File: config.mk
export PLATFORM = sky130hd
export DESIGN_NAME = dm_arbiter_flat
export DESIGN_NICKNAME = d
export VERILOG_FILES = /design/src/rtl/dm_arbiter_pkg.sv /design/src/rtl/dm_arbiter_if.sv /design/src/rtl/dm_rd_pipe.sv /design/src/rtl/dm_arbiter.sv /design/src/flat_wrapper.sv
export SDC_FILE = /design/constraint.sdc
export NUM_CORES = 1
export LEC_CHECK = 0
export CAP_MARGIN = 20
export CORE_MARGIN = 5
export CORE_UTILIZATION = 37
export CTS_CLUSTER_SIZE = 25
export DETAILED_ROUTE_END_ITERATION = 8
export PLACE_DENSITY = 0.85
export SYNTH_ARGS = -nofsm -noshare
export SYNTH_HDL_FRONTEND = slang
export SYNTH_HIERARCHICAL = 1
export SYNTH_SLANG_ARGS = --single-unit
File: constraint.sdc
create_clock -name clk -period 4.21 [get_ports clk]
set_clock_uncertainty 0.15 [all_clocks]
set_input_delay 0.842 -clock clk [delete_from_list [all_inputs] [get_ports clk]]
set_output_delay 0.842 -clock clk [all_outputs]
set_load 0.005 [all_outputs]
File: src/rtl/dm_arbiter_pkg.sv
// Shared widths, instruction field offsets and FSM encoding for the data-memory arbiter.
package dm_arbiter_pkg;

  localparam int DATA_WIDTH    = 16;
  localparam int DM_ADDR_WIDTH = 8;
  localparam int INST_WIDTH    = 32;

  localparam int RADDR0_LSB = 0;
  localparam int RADDR1_LSB = 8;
  localparam int WADDR_LSB  = 16;

  typedef enum logic {
    ST_INIT = 1'b0,
    ST_RUN  = 1'b1
  } state_e;

endpackage

File: src/rtl/dm_arbiter_if.sv
// Requester-side bundle of the data-memory arbiter: writeback, host load, operand fetch and read return.
interface dm_arbiter_if #(
  parameter int AW = 8,
  parameter int DW = 32
);
  logic          wb_valid;
  logic [AW-1:0] wb_addr;
  logic [DW-1:0] wb_data;

  logic          ld_valid;
  logic          ld_ready;
  logic [AW-1:0] ld_addr;
  logic [DW-1:0] ld_data;

  logic          cmp_valid;
  logic          cmp_ready;
  logic [AW-1:0] cmp_raddr0;
  logic [AW-1:0] cmp_raddr1;

  logic          rd_valid;
  logic [DW-1:0] rd_data0;
  logic [DW-1:0] rd_data1;

  modport slave (
    input  wb_valid, wb_addr, wb_data,
    input  ld_valid, ld_addr, ld_data,
    input  cmp_valid, cmp_raddr0, cmp_raddr1,
    output ld_ready, cmp_ready,
    output rd_valid, rd_data0, rd_data1
  );

  modport master (
    output wb_valid, wb_addr, wb_data,
    output ld_valid, ld_addr, ld_data,
    output cmp_valid, cmp_raddr0, cmp_raddr1,
    input  ld_ready, cmp_ready,
    input  rd_valid, rd_data0, rd_data1
  );

endinterface

File: src/rtl/dm_rd_pipe.sv
// Fixed two-stage read-return valid pipeline; with DM_FWD_EN it also carries the
// per-lane collision flags and the colliding write data alongside the valid bit.
module dm_rd_pipe #(
  parameter int DW = 32
) (
  input  logic          clk,
  input  logic          rst,
  input  logic          i_rd_issue,
  input  logic [1:0]    i_fwd_hit,
  input  logic [DW-1:0] i_fwd_data,
  output logic          o_rd_valid,
  output logic [1:0]    o_fwd_hit,
  output logic [DW-1:0] o_fwd_data
);

  logic [1:0] r_vld;

  always_ff @(posedge clk) begin
    if (rst) r_vld <= '0;
    else     r_vld <= {r_vld[0], i_rd_issue};
  end

  assign o_rd_valid = r_vld[1];

`ifdef DM_FWD_EN
  logic [1:0]    r_hit_s1, r_hit_s2;
  logic [DW-1:0] r_data_s1, r_data_s2;

  always_ff @(posedge clk) begin
    if (rst) begin
      r_hit_s1  <= '0;
      r_hit_s2  <= '0;
      r_data_s1 <= '0;
      r_data_s2 <= '0;
    end else begin
      r_hit_s1  <= i_fwd_hit;
      r_hit_s2  <= r_hit_s1;
      r_data_s1 <= i_fwd_data;
      r_data_s2 <= r_data_s1;
    end
  end

  assign o_fwd_hit  = r_hit_s2;
  assign o_fwd_data = r_data_s2;
`else
  logic w_unused_fwd;
  assign w_unused_fwd = ^{i_fwd_hit, i_fwd_data};
  assign o_fwd_hit    = '0;
  assign o_fwd_data   = '0;
`endif

endmodule

File: src/rtl/dm_arbiter.sv
// Sole driver of one PE's data memory: zero-fill after reset, then merges writeback,
// host load and operand fetch into one issue slot. Optional DM_FWD_EN forwards instead of stalling.
module dm_arbiter
  import dm_arbiter_pkg::*;
#(
  parameter int AW = DM_ADDR_WIDTH,
  parameter int DW = 2 * DATA_WIDTH,
  parameter int IW = INST_WIDTH
) (
  input  logic          clk,
  input  logic          rst,
  dm_arbiter_if.slave   req,
  output logic          o_dm_inst_v,
  output logic [IW-1:0] o_dm_inst,
  output logic          o_dm_wren,
  output logic          o_dm_rden,
  output logic [DW-1:0] o_dm_wdata,
  input  logic [DW-1:0] i_dm_rdata0,
  input  logic [DW-1:0] i_dm_rdata1,
  output logic          o_init_done,
  output logic [15:0]   o_stall_cnt
);

  localparam logic [AW-1:0] SWEEP_LAST = '1;

  state_e        r_state, w_state_nxt;
  logic [AW-1:0] r_sweep, w_sweep_nxt;
  logic [DW-1:0] r_wdata;
  logic [15:0]   r_stall;

  logic          w_init, w_run;
  logic          w_wr_wb, w_wr_ld, w_wren, w_rden;
  logic [AW-1:0] w_waddr;
  logic [DW-1:0] w_wdata;
  logic [1:0]    w_hit;
  logic          w_rd_valid;
  logic [1:0]    w_fwd_hit;
  logic [DW-1:0] w_fwd_data;

  // NOTE: registers use <= so every flop samples the pre-edge value of its neighbours.
  always_ff @(posedge clk) begin
    if (rst) begin
      r_state <= ST_INIT;
      r_sweep <= '0;
    end else begin
      r_state <= w_state_nxt;
      r_sweep <= w_sweep_nxt;
    end
  end

  // NOTE: every output of this block gets a default first, so no path can infer a latch.
  always_comb begin
    w_state_nxt = r_state;
    w_sweep_nxt = r_sweep;
    w_init      = 1'b0;
    w_run       = 1'b0;
    case (r_state)
      ST_INIT: begin
        w_init      = !rst;
        w_sweep_nxt = r_sweep + AW'(1);
        if (r_sweep == SWEEP_LAST) w_state_nxt = ST_RUN;
      end
      ST_RUN:  w_run = !rst;
      default: ;
    endcase
  end

  // Write slot: zero-fill in INIT, then writeback has priority over host load.
  assign w_wr_wb = w_run && req.wb_valid;
  assign w_wr_ld = w_run && !req.wb_valid && req.ld_valid;
  assign w_wren  = w_init || w_wr_wb || w_wr_ld;

  always_comb begin
    w_waddr = '0;
    w_wdata = '0;
    if (w_init) begin
      w_waddr = r_sweep;
    end else if (w_wr_wb) begin
      w_waddr = req.wb_addr;
      w_wdata = req.wb_data;
    end else if (w_wr_ld) begin
      w_waddr = req.ld_addr;
      w_wdata = req.ld_data;
    end
  end

  // The memory is read-first, so a read colliding with a same-cycle write would see stale data.
  assign w_hit[0] = w_wren && (req.cmp_raddr0 == w_waddr);
  assign w_hit[1] = w_wren && (req.cmp_raddr1 == w_waddr);

  assign req.ld_ready = w_run && !req.wb_valid;
`ifdef DM_FWD_EN
  assign req.cmp_ready = w_run;
`else
  assign req.cmp_ready = w_run && !(|w_hit);
`endif
  assign w_rden = req.cmp_valid && req.cmp_ready;

  assign o_dm_wren   = w_wren;
  assign o_dm_rden   = w_rden;
  assign o_dm_inst_v = w_wren || w_rden;

  always_comb begin
    o_dm_inst = '0;
    if (w_rden) begin
      o_dm_inst[RADDR0_LSB +: AW] = req.cmp_raddr0;
      o_dm_inst[RADDR1_LSB +: AW] = req.cmp_raddr1;
    end
    if (w_wren) o_dm_inst[WADDR_LSB +: AW] = w_waddr;
  end

  always_ff @(posedge clk) begin
    if (rst) r_wdata <= '0;
    else     r_wdata <= w_wdata;
  end
  assign o_dm_wdata = r_wdata;

  always_ff @(posedge clk) begin
    if (rst)
      r_stall <= '0;
    else if (w_run && req.cmp_valid && !req.cmp_ready && (r_stall != 16'hFFFF))
      r_stall <= r_stall + 16'd1;
  end
  assign o_stall_cnt = r_stall;
  assign o_init_done = (r_state == ST_RUN);

  dm_rd_pipe #(.DW(DW)) u_rd_pipe (
    .clk        (clk),
    .rst        (rst),
    .i_rd_issue (w_rden),
    .i_fwd_hit  (w_hit & {2{w_rden}}),
    .i_fwd_data (w_wdata),
    .o_rd_valid (w_rd_valid),
    .o_fwd_hit  (w_fwd_hit),
    .o_fwd_data (w_fwd_data)
  );

  assign req.rd_valid = w_rd_valid;
  assign req.rd_data0 = !w_rd_valid ? '0 : (w_fwd_hit[0] ? w_fwd_data : i_dm_rdata0);
  assign req.rd_data1 = !w_rd_valid ? '0 : (w_fwd_hit[1] ? w_fwd_data : i_dm_rdata1);

endmodule

File: src/flat_wrapper.sv
// flat-port wrapper written by rule: the top's interface ports become plain ports
module dm_arbiter_flat import dm_arbiter_pkg::*;
#(
  parameter int AW = DM_ADDR_WIDTH,
  parameter int DW = 2 * DATA_WIDTH,
  parameter int IW = INST_WIDTH
)
  (clk, rst, o_dm_inst_v, o_dm_inst, o_dm_wren, o_dm_rden, o_dm_wdata, i_dm_rdata0, i_dm_rdata1, o_init_done, o_stall_cnt, req_wb_valid, req_wb_addr, req_wb_data, req_ld_valid, req_ld_addr, req_ld_data, req_cmp_valid, req_cmp_raddr0, req_cmp_raddr1, req_ld_ready, req_cmp_ready, req_rd_valid, req_rd_data0, req_rd_data1);
  dm_arbiter_if #(.AW(AW), .DW(DW)) req_i ();
  input  logic clk;
  input  logic rst;
  output logic o_dm_inst_v;
  output logic [IW-1:0] o_dm_inst;
  output logic o_dm_wren;
  output logic o_dm_rden;
  output logic [DW-1:0] o_dm_wdata;
  input  logic [DW-1:0] i_dm_rdata0;
  input  logic [DW-1:0] i_dm_rdata1;
  output logic o_init_done;
  output logic [15:0] o_stall_cnt;
  input wire logic [$bits(req_i.wb_valid)-1:0] req_wb_valid;
  input wire logic [$bits(req_i.wb_addr)-1:0] req_wb_addr;
  input wire logic [$bits(req_i.wb_data)-1:0] req_wb_data;
  input wire logic [$bits(req_i.ld_valid)-1:0] req_ld_valid;
  input wire logic [$bits(req_i.ld_addr)-1:0] req_ld_addr;
  input wire logic [$bits(req_i.ld_data)-1:0] req_ld_data;
  input wire logic [$bits(req_i.cmp_valid)-1:0] req_cmp_valid;
  input wire logic [$bits(req_i.cmp_raddr0)-1:0] req_cmp_raddr0;
  input wire logic [$bits(req_i.cmp_raddr1)-1:0] req_cmp_raddr1;
  output wire logic [$bits(req_i.ld_ready)-1:0] req_ld_ready;
  output wire logic [$bits(req_i.cmp_ready)-1:0] req_cmp_ready;
  output wire logic [$bits(req_i.rd_valid)-1:0] req_rd_valid;
  output wire logic [$bits(req_i.rd_data0)-1:0] req_rd_data0;
  output wire logic [$bits(req_i.rd_data1)-1:0] req_rd_data1;
  assign req_i.wb_valid = req_wb_valid;
  assign req_i.wb_addr = req_wb_addr;
  assign req_i.wb_data = req_wb_data;
  assign req_i.ld_valid = req_ld_valid;
  assign req_i.ld_addr = req_ld_addr;
  assign req_i.ld_data = req_ld_data;
  assign req_i.cmp_valid = req_cmp_valid;
  assign req_i.cmp_raddr0 = req_cmp_raddr0;
  assign req_i.cmp_raddr1 = req_cmp_raddr1;
  assign req_ld_ready = req_i.ld_ready;
  assign req_cmp_ready = req_i.cmp_ready;
  assign req_rd_valid = req_i.rd_valid;
  assign req_rd_data0 = req_i.rd_data0;
  assign req_rd_data1 = req_i.rd_data1;
  dm_arbiter #(.AW(AW), .DW(DW), .IW(IW)) u_core (.clk(clk), .rst(rst), .req(req_i), .o_dm_inst_v(o_dm_inst_v), .o_dm_inst(o_dm_inst), .o_dm_wren(o_dm_wren), .o_dm_rden(o_dm_rden), .o_dm_wdata(o_dm_wdata), .i_dm_rdata0(i_dm_rdata0), .i_dm_rdata1(i_dm_rdata1), .o_init_done(o_init_done), .o_stall_cnt(o_stall_cnt));
endmodule
==> impl_metrics.toml <==
[floorplan]
die_h_um = 120.4
start_util_pct = 37.67
core_sq_mm = 0.01196
ios = 316
die_area_sq_mm = 0.01448
rows = 40
fp.dieW_um = 120.4

[sta]
maxSlewHeadroom_pct = 59.32
setup_ws_ns = 0.03319
fmax_mhz = 239.4
finalHoldViolCount = 0
worst_slew_pin_slew_ns = 0.6048
rsz0062_at_grt = "yes"
final_max_slew_viol_count = 0
final-setup-viol-count = 0
post-route-period-util_pct = 99.21
setup_tns_ns = 0
fin_crit_ns = 4.177

[placement]
hpwl_mm = 15.87
gp_congestion = 0.9114
port_buffers = 307
dpl.cell_count = 1025
preCtsSetupSlack_ns = -0.4469

[worst_setup_path]
arrival_ns = 4.28
crit_path_frequent_cell = "buf_4"
cp_slowest_cell = "clkdlybuf4s50_1"
path_class = "primary input to flip-flop"
critPathLaunchType = "primary input"
r2r_slack_ns = 0.29
cp_slowest_stage_delay_ns = 0.44
cp_data_required_time_ns = 4.31
worstPathCellList = "clkdlybuf4s50_1 -> a21boi_4 -> a211oi_4 -> a2111oi_2 -> nand2_1 -> buf_4 -> buf_4 -> buf_4 -> buf_4 -> buf_4 -> buf_4 -> buf_4 -> buf_4 -> buf_4 -> buf_4 -> buf_4 -> nor4_4 -> o211ai_1 -> or2_0 -> a21oi_1"
cp-end-kind = "flip-flop"
cp_max_fo = 3

[route]
postRouteAntennaNets = 0
first_pass_iters = 5
vias = 5538
drtIter0Drc = 379
wirelength_mm = 20.70
via_per_inst = 5.156
drc_errors = 0
wl_per_cell_um = 19.27

[clock_tree]
clk_pin_slew_ns = 0.06
cts_tree = "built"
hold_buffers = 0
worst_skew_pair.late_latency_ns = 0.33
cts-buffers-inserted = 9
clkSinkCount = 59
cts_htree_levels = 3
cts_buffer_depth = 2
cts_root_buf = "clkbuf_16"

[pwr]
power_leakage_nw = 3.639
powerDensity_mw_per_mm2 = 199.5
power_mw = 1.725
irDropWorstVdd_uv = 258.4

[synth]
avgSynthCellArea_sq_um = 8.252
ys_warn_count = 6
syn_area_sq_mm = 0.004506
synthCells = 546

[final_layout]
nets = 1089
utilization_pct = 72.29
areaGrowthSynthToFinish_pct = 91.92
final_cells = 1074
num_antenna_cells = 0
final_layout_size_suffix_gt1_share_pct = 18.99

[global_route]
overflow = 0
grt_pass1_vias = 5694
grt_start_max_net_pins = 43
antenna_found_initial = 0
grt_pass1_wl_mm = 30.98
track_usage_pct = 26.92

[outcome]
outcome = "completed"

[job]
cap_violations = 0

[hold_path]
hold_class = "flip-flop to flip-flop"
## area by class of cell
class / count / area [sq um]
clock inverter: 7 / 100.1
tap: 147 / 183.9
clock buffer: 9 / 225.2
fill: 893 / 3314
inverter: 21 / 78.83
timing repair buffer: 402 / 3737
sequential: 59 / 1181
multi-input combinational: 429 / 3141
## final timing paths
check        cells past startpoint                 startpoint                        end
max                             20             req_wb_addr[1]     u_core/o_stall_cnt[14]
min                              1  u_core/u_rd_pipe/r_vld[0]  u_core/u_rd_pipe/r_vld[1]
max reg2reg                     19         u_core/o_init_done     u_core/o_stall_cnt[14]
min reg2reg                      1  u_core/u_rd_pipe/r_vld[0]  u_core/u_rd_pipe/r_vld[1]
## critical path, delay by kind of cell
kind / cells / cell delay (ns)
AO/OA/AOI/OAI: 5 / 0.97
buffers and inverters: 12 / 1.85
AND/OR/NAND/NOR: 3 / 0.62
## where the power goes
group / total (mW) / internal, mW / switching, mW
clock network: 0.801 / 0.522 / 0.280
logic: 0.357 / 0.224 / 0.134
registers: 0.567 / 0.561 / 0.00582
## layout by cell type (no fill, tap or decap), types with 15 or more instances in the layout
cell,count
dfxtp_1,59
mux2i_1,66
clkdlybuf4s50_1,271
nor2_1,20
inv_1,21
clkbuf_2,15
nand2_1,22
a22o_1,32
and2_1,20
conb_1,42
nor2b_1,71
buf_4,87
## per-layer routing
layer  share of wire, %  GRT usage (%)  up-vias
met5                  0              0        -
met4                3.3          10.41        0
met3                 10          8.045       57
met2                 49          48.16      333
met1                 38          29.97     2544
li1                   -              -     2604
## stage by stage
step	hold WS [ns]	instance area [sq um]
after floorplan	0.2638	4656
after global placement	0.2773	7894
after detailed placement	0.2769	7894
after CTS	0.2893	8529
after global routing	0.3096	8647
final	0.2853	8647
## repair_timing
item	in CTS	in global routing
gates resized for setup	85	55
hold endpoints to repair	0	0
setup endpoints to repair	18	30
pin swaps	20	22
buffers inserted	25	5
cloned	2	0
## registers in the layout, indices dropped and copies added (netlist names)
| signal | flops |
|---|---|
| u_core/o_dm_wdata | 32 |
| u_core/o_stall_cnt | 16 |
| u_core/r_sweep | 8 |
| u_core/u_rd_pipe/r_vld | 2 |
| u_core/o_init_done | 1 |
(Power assumes the default switching activity.)
